===== config.mk =====
export PLATFORM = sky130hd
export DESIGN_NAME = shared_sbox_layer_ctrl
export DESIGN_NICKNAME = d
export VERILOG_FILES = /design/src/rtl/shared_sbox_layer_ctrl.sv
export SDC_FILE = /design/constraint.sdc
export NUM_CORES = 1
export LEC_CHECK = 0
export ABC_AREA = 1
export CORE_MARGIN = 2
export CORE_UTILIZATION = 53
export DETAILED_ROUTE_END_ITERATION = 12
export HOLD_SLACK_MARGIN = 0.15
export PLACE_DENSITY = 0.84
export SYNTH_ARGS = -nofsm -noshare
export SYNTH_HDL_FRONTEND = slang
export SYNTH_SLANG_ARGS = --single-unit
export TNS_END_PERCENT = 20

===== constraint.sdc =====
create_clock -name clk -period 2 [get_ports clk]
set_input_delay 0.4 -clock clk [delete_from_list [all_inputs] [get_ports clk]]
set_output_delay 0.4 -clock clk [all_outputs]
set_load 0.05 [all_outputs]

===== src/rtl/shared_sbox_layer_ctrl.sv =====
// shared_sbox_layer_ctrl: feeds a masked state one nibble per cycle through an external S-box pipeline and collects the result shares
module shared_sbox_layer_ctrl #(
  parameter int LATENCY = 1,
  parameter int NIB = 16
) (
  input  logic             clk,
  input  logic             rst,
  input  logic             start_i,
  input  logic [4*NIB-1:0] state0_i,
  input  logic [4*NIB-1:0] state1_i,
  input  logic [15:0]      seed_i,
  output logic [3:0]       sb_in0_o,
  output logic [3:0]       sb_in1_o,
  output logic [1:0]       sb_guards_o,
  input  logic [3:0]       sb_out0_i,
  input  logic [3:0]       sb_out1_i,
  output logic             busy_o,
  output logic             done_o,
  output logic [4*NIB-1:0] state0_o,
  output logic [4*NIB-1:0] state1_o
);
  localparam int FW = $clog2(NIB + 1);
  localparam int LW = $clog2(LATENCY + 1);
  typedef enum logic [1:0] {IDLE, FEED, DRAIN, DONE} state_t;
  state_t r_state, w_next;
  logic [FW-1:0] r_feed_cnt;
  logic [LW-1:0] r_lat_cnt;
  logic [LATENCY-1:0] r_vld;
  logic [15:0] r_lfsr;
  logic [4*NIB-1:0] r_in0, r_in1, r_res0, r_res1, w_res0, w_res1;
  logic w_feed, w_cap, w_accept, w_enter_done;
  always_comb begin
    w_feed = r_state == FEED;
    w_cap = r_vld[LATENCY-1];
    w_accept = r_state == IDLE && start_i;
    w_next = r_state == IDLE ? (start_i ? FEED : IDLE) :
             r_state == FEED ? (r_feed_cnt == FW'(NIB - 1) ? DRAIN : FEED) :
             r_state == DRAIN ? (r_lat_cnt == LW'(LATENCY - 1) ? DONE : DRAIN) : IDLE;
    w_enter_done = r_state == DRAIN && w_next == DONE;
    w_res0 = w_cap ? {sb_out0_i, r_res0[4*NIB-1:4]} : r_res0;
    w_res1 = w_cap ? {sb_out1_i, r_res1[4*NIB-1:4]} : r_res1;
    busy_o = r_state == FEED || r_state == DRAIN;
    done_o = r_state == DONE;
    sb_in0_o = w_feed ? r_in0[3:0] : 4'h0;
    sb_in1_o = w_feed ? r_in1[3:0] : 4'h0;
    sb_guards_o = w_feed ? r_lfsr[1:0] : 2'b00;
  end
  always_ff @(posedge clk) begin
    if (rst) begin
      r_state <= IDLE;
      r_feed_cnt <= '0;
      r_lat_cnt <= '0;
      r_vld <= '0;
      r_lfsr <= 16'hACE1;
      r_in0 <= '0;
      r_in1 <= '0;
      r_res0 <= '0;
      r_res1 <= '0;
      state0_o <= '0;
      state1_o <= '0;
    end else begin
      r_state <= w_next;
      r_feed_cnt <= w_feed ? r_feed_cnt + 1'b1 : '0;
      r_lat_cnt <= r_state == DRAIN ? r_lat_cnt + 1'b1 : '0;
      r_vld <= LATENCY'({r_vld, w_feed});
      r_res0 <= w_res0;
      r_res1 <= w_res1;
      if (w_accept) begin
        r_in0 <= state0_i;
        r_in1 <= state1_i;
        r_lfsr <= seed_i == 16'h0 ? 16'hACE1 : seed_i;
      end else if (w_feed) begin
        r_in0 <= r_in0 >> 4;
        r_in1 <= r_in1 >> 4;
        r_lfsr <= {r_lfsr[0] ^ r_lfsr[2] ^ r_lfsr[3] ^ r_lfsr[5], r_lfsr[15:1]};
      end
      if (w_enter_done) begin
        state0_o <= w_res0;
        state1_o <= w_res1;
      end
    end
  end
endmodule


=== After elaboration in Yosys (flattened, before gate mapping) ===
Cells that the tools add are included.
W data, S select, Z words.

* Bits in registers: 409
* Bits in latches: 0
* RAM bits: 0
* Bits in read-only memories: 0
* Input bits: 155
* Output and inout bits: 140
* Word-level logic and storage cells: 49
* Memories kept: 0

* Add/sub/neg operators: 2
* Multiply operators: 0
* Divide/modulo/power cells: 0
* Magnitude comparators: 0
* Eq/ne operators: 5
* Shift operators: 0
* Muxes and demuxes: 18
* Bitwise logic cells: 5
* Reduce and logical (&&, ||, !) cells: 8

{| class="wikitable"
|+ Operator list
! operator !! count
|-
| $mux W64 || 6
|-
| $mux W16 || 3
|-
| $logic_not A16 Y1 || 1
|-
| $mux W2 || 5
|-
| $mux W4 || 2
|-
| $eq A2 B2 Y1 const B || 3
|-
| $add A5 B1 Y5 const B || 1
|-
| $eq A5 B4 Y1 const B || 1
|-
| $reduce_or A2 Y1 || 2
|-
| $xor A1 B1 Y1 || 3
|-
| $eq A2 B1 Y1 const B || 1
|-
| $logic_and A1 B1 Y1 || 2
|-
| $logic_not A2 Y1 || 1
|-
| $mux W1 || 2
|-
| $not A1 Y1 || 2
|-
| $reduce_bool A2 Y1 || 1
|-
| $add A1 B1 Y1 const B || 1
|-
| $logic_or A1 B1 Y1 || 1
|}

=== Logic depth before layout (Yosys ltp) ===
* Word-level depth: 6
* Depth in mapped cells: 12
* Mapped depth without buffers: 10

=== Worst setup path after synthesis ===
No wires, ideal clock.

* Kind: reg-to-output
* Start: register r_state[1]
* End: output port sb_guards_o[0]
* Data arrival time: 1.525 ns
* Required time: 1.600 ns
* Path slack: 0.075 ns
* Cell stages (with the launch flop): 8
* Buffers on the path: 3
* Cell sequence: dfxtp_1 inv_1 ha_1 buf_4 buf_2 buf_1 nand2_1 inv_1

* Cells in the longest elaborated chain, start to end: 2

{| class="wikitable"
|+ Ends and longest elaborated chain
! what !! RTL line !! source
|-
| start, declared || 25 || <nowiki>state_t r_state, w_next;</nowiki>
|-
| start signal, assigned || 62 || <nowiki>r_state <= w_next;</nowiki>
|-
| $eq A2 B1 Y1 || 33 || <nowiki>w_feed = r_state == FEED;</nowiki>
|-
| via w_feed || 31 || <nowiki>logic w_feed, w_cap, w_accept, w_enter_done;</nowiki>
|-
| $mux W2 || 46 || <nowiki>sb_guards_o = w_feed ? r_lfsr[1:0] : 2'b00;</nowiki>
|-
| end, declared || 14 || <nowiki>output logic [1:0] sb_guards_o,</nowiki>
|}

The timed path passes the listed nets, and every way through them passes these cells.

=== Final worst setup path ===
Ends and elaborated chain as after synthesis.

==> flow_summary.yaml <==
floorplan:
  num_rows: 64
  die_y_um: 179
  core_sq_um: 30400
  start_util: 0.536
  io-pin-count: 295
  dieArea_sq_um: 32200
  die_w_um: 179
logic_synthesis:
  synth_fa_ha_area_frac: 0.00460
  synth_top_family_by_area: "simple AND/OR/NAND/NOR gates"
  synthXorXnorAreaFrac: 0
  synth.area.top_cells: "dfxtp_1 (50%), nand2_1 (12%), nor2_1 (8.0%)"
  yosys_warnings: 0
  synth_area_leader_cell: "dfxtp_1"
  syn_inst: 2247
  yosysSeqAreaShare: 0.502
  synth_area_per_cell_sq_um: 7.26
  synth_simple_gate_area_frac: 0.274
  synth_compound_area_frac: 0.143
  yosysUniqueCellTypes: 16
  mappedNetlistNets: 2408
  synth-seq-cells: 409
  yosys.area.top_type_share: 0.502
  netlist_area_sq_um: 16300
  muxShareOfSynthArea: 0
global_route:
  grt_overflow: 0
  grt.total_usage: 0.261
  grt_pass1_vias: 14850
  antenna_found_initial: 0
  grt_max_degree: 165
  grt_pass1_wl_um: 71800
flow_run:
  cap_violations: 0
layout:
  n_fill_cell: 2226
  drive_gt1_frac: 0.0887
  diodes: 0
  nets: 2654
  fin_cells: 2920
  synthToLayoutAreaGrowth_pct: 35.2
  final_common_cell: "nand2_1"
  post-route-util: 0.725
  final_area_sq_um: 22100
  final_cell_mix: "nand2_1 (508), dfxtp_1 (404), nor2_1 (345), nand3_1 (246), a21oi_1 (221)"
timing:
  timing.final.crit_share: 0.987
  fmax_ghz: 0.507
  relSlewSlack: 0.478
  hold_viol: 0
  fin_setup_tns_ns: 0
  worst_slew_pin_slew_ns: 0.783
  min_period_ns: 1.97
  drv_slew: 0
  skew_ns: 0.00996
  rsz0062_at_grt: "true"
  setup_viol: 0
detailed_routing:
  drc: 0
  via_per_inst: 5.59
  vias: 16325
  wl_per_cell_um: 16.3
  drt_iter0_markers: 1699
  final_antenna_net_count: 0
  routed_wl_um: 47500
  dr.pass1.iters: 5
clock_network:
  tritoncts: "done"
  clock-sinks: 409
  clk_pin_slew_ns: 0.06
  htreeDepth: 2
  insertion_delay_ns: 0.53
  cts-buffers-inserted: 42
  cts_hold_buf: 0
  ctsLongestPathBuffers: 3
  ctsRootBufferMaster: "clkbuf_16"
power_and_ir_drop:
  leakage_uw: 0.00908
  power_density_nw_per_um2: 836
  vdd_drop_max_mv: 0.557
setup_path:
  crit_path_end: "sb_guards_o[0]"
  critPathCaptureType: "primary output"
  timing.rr.end: "state1_o[6]"
  worstPathMaxFanout: 8
  r2r-start: "r_state[1]"
  cp_data_required_time_ns: 1.60
  cp_slowest_cell: "dfxtp_2"
  path_cells: "inv_2, ha_4, buf_16, nand2_2, inv_4, buf_12"
  worstSetupStartpoint: "r_state[1]"
  path_class: "reg2out"
  arrival_ns: 1.57
  crit_path_max_incr_delay_ns: 0.32
  r2r_slack_ns: 0.06
  crit_path_start_kind: "flip-flop"
  reg2reg_depth: 12
status:
  status: "finished clean"
placement:
  dpl_cell_area_sq_um: 19800
  port_buffers: 294
  place.gp.congestion: 0.880
  dp_cells: 2803
  hpwlAfterDp_um: 27900
worst_hold_path:
  hp-class: "in2reg"
[area by class of cell]
type,count,area [sq um],area share
timing repair buffer,392,4630,0.210
multi-input combinational,1550,6970,0.316
clock buffer,59,1280,0.0580
tap,396,495,0.0225
clock inverter,16,125,0.00567
sequential,409,8200,0.372
inverter,98,377,0.0171
[synthesized netlist by cell type]
| cell | n |
|---|---|
| nand2_1 | 517 |
| dfxtp_1 | 409 |
| nor2_1 | 346 |
| nand3_1 | 246 |
| a21oi_1 | 225 |
| a31oi_1 | 117 |
| inv_1 | 97 |
| o21ai_0 | 91 |
| clkbuf_1 | 81 |
| buf_2 | 62 |
| buf_4 | 27 |
| buf_1 | 20 |
| ha_1 | 6 |
| a21oi_2 | 1 |
| inv_2 | 1 |
| o21a_1 | 1 |
[power by group]
group	internal, uW	switching [uW]
Sequential	8440	173
Combinational	856	1120
Clock	4610	3240
[layer usage]
layer	GRT usage	wire (um)
met3	0.0456	3750
met5	0	0
met1	0.336	19300
met2	0.450	23400
met4	0.0767	1100
[timing repair]
item	4_1_cts	5_1_grt
gates cloned	3	25
hold endpoints to repair	0	0
pin swaps	0	9
setup buffers	3	11
gates resized for setup	135	45
endpoints found under the setup margin	134	139
[how the worst min path moves through the flow]
stage	from	endpoint	cells after the start
after floorplan	r_feed_cnt[0]	r_feed_cnt[0]	1
after global placement	r_feed_cnt[0]	r_feed_cnt[0]	1
after detailed placement	r_feed_cnt[0]	r_feed_cnt[0]	1
after CTS	rst	r_lfsr[3]	4
after global routing	rst	r_in1[1]	4
final	rst	r_in1[2]	4
[flip-flops by register name (all words and copies together), names as in the netlist]
register,count
r_feed_cnt,5
r_in0,64
r_in1,64
r_lat_cnt,1
r_lfsr,16
r_res0,64
r_res1,64
r_state,2
r_vld,1
state0_o,64
state1_o,64
[critical path: cells and delay by family, from the launching register on]
| kind | cells | cell delay [ns] |
|---|---|---|
| DFF | 1 | 0.32 |
| buffers and inverters | 4 | 0.45 |
| adders and majority gates | 1 | 0.20 |
| and+or+nand+nor | 1 | 0.07 |
[stage by stage]
step           total power, uW  setup slack (ns)  hold slack [ns]
6_report                 18400            0.0265            0.334
2_1_floorplan             9810            0.0751            0.418
3_3_place_gp             10500            0.0431            0.429
5_1_grt                  19000           -0.0261            0.334
3_5_place_dp             10600            0.0413            0.450
4_1_cts                  18400           -0.0463            0.313
[logic make-up after synthesis]
kind of cell | after synthesis
adders and majority gates | 6
and+or+nand+nor | 1109
DFF | 409
buffers and inverters | 288
AOI/OAI and AO/OA | 435
Power figures use the tool's default switching activity.
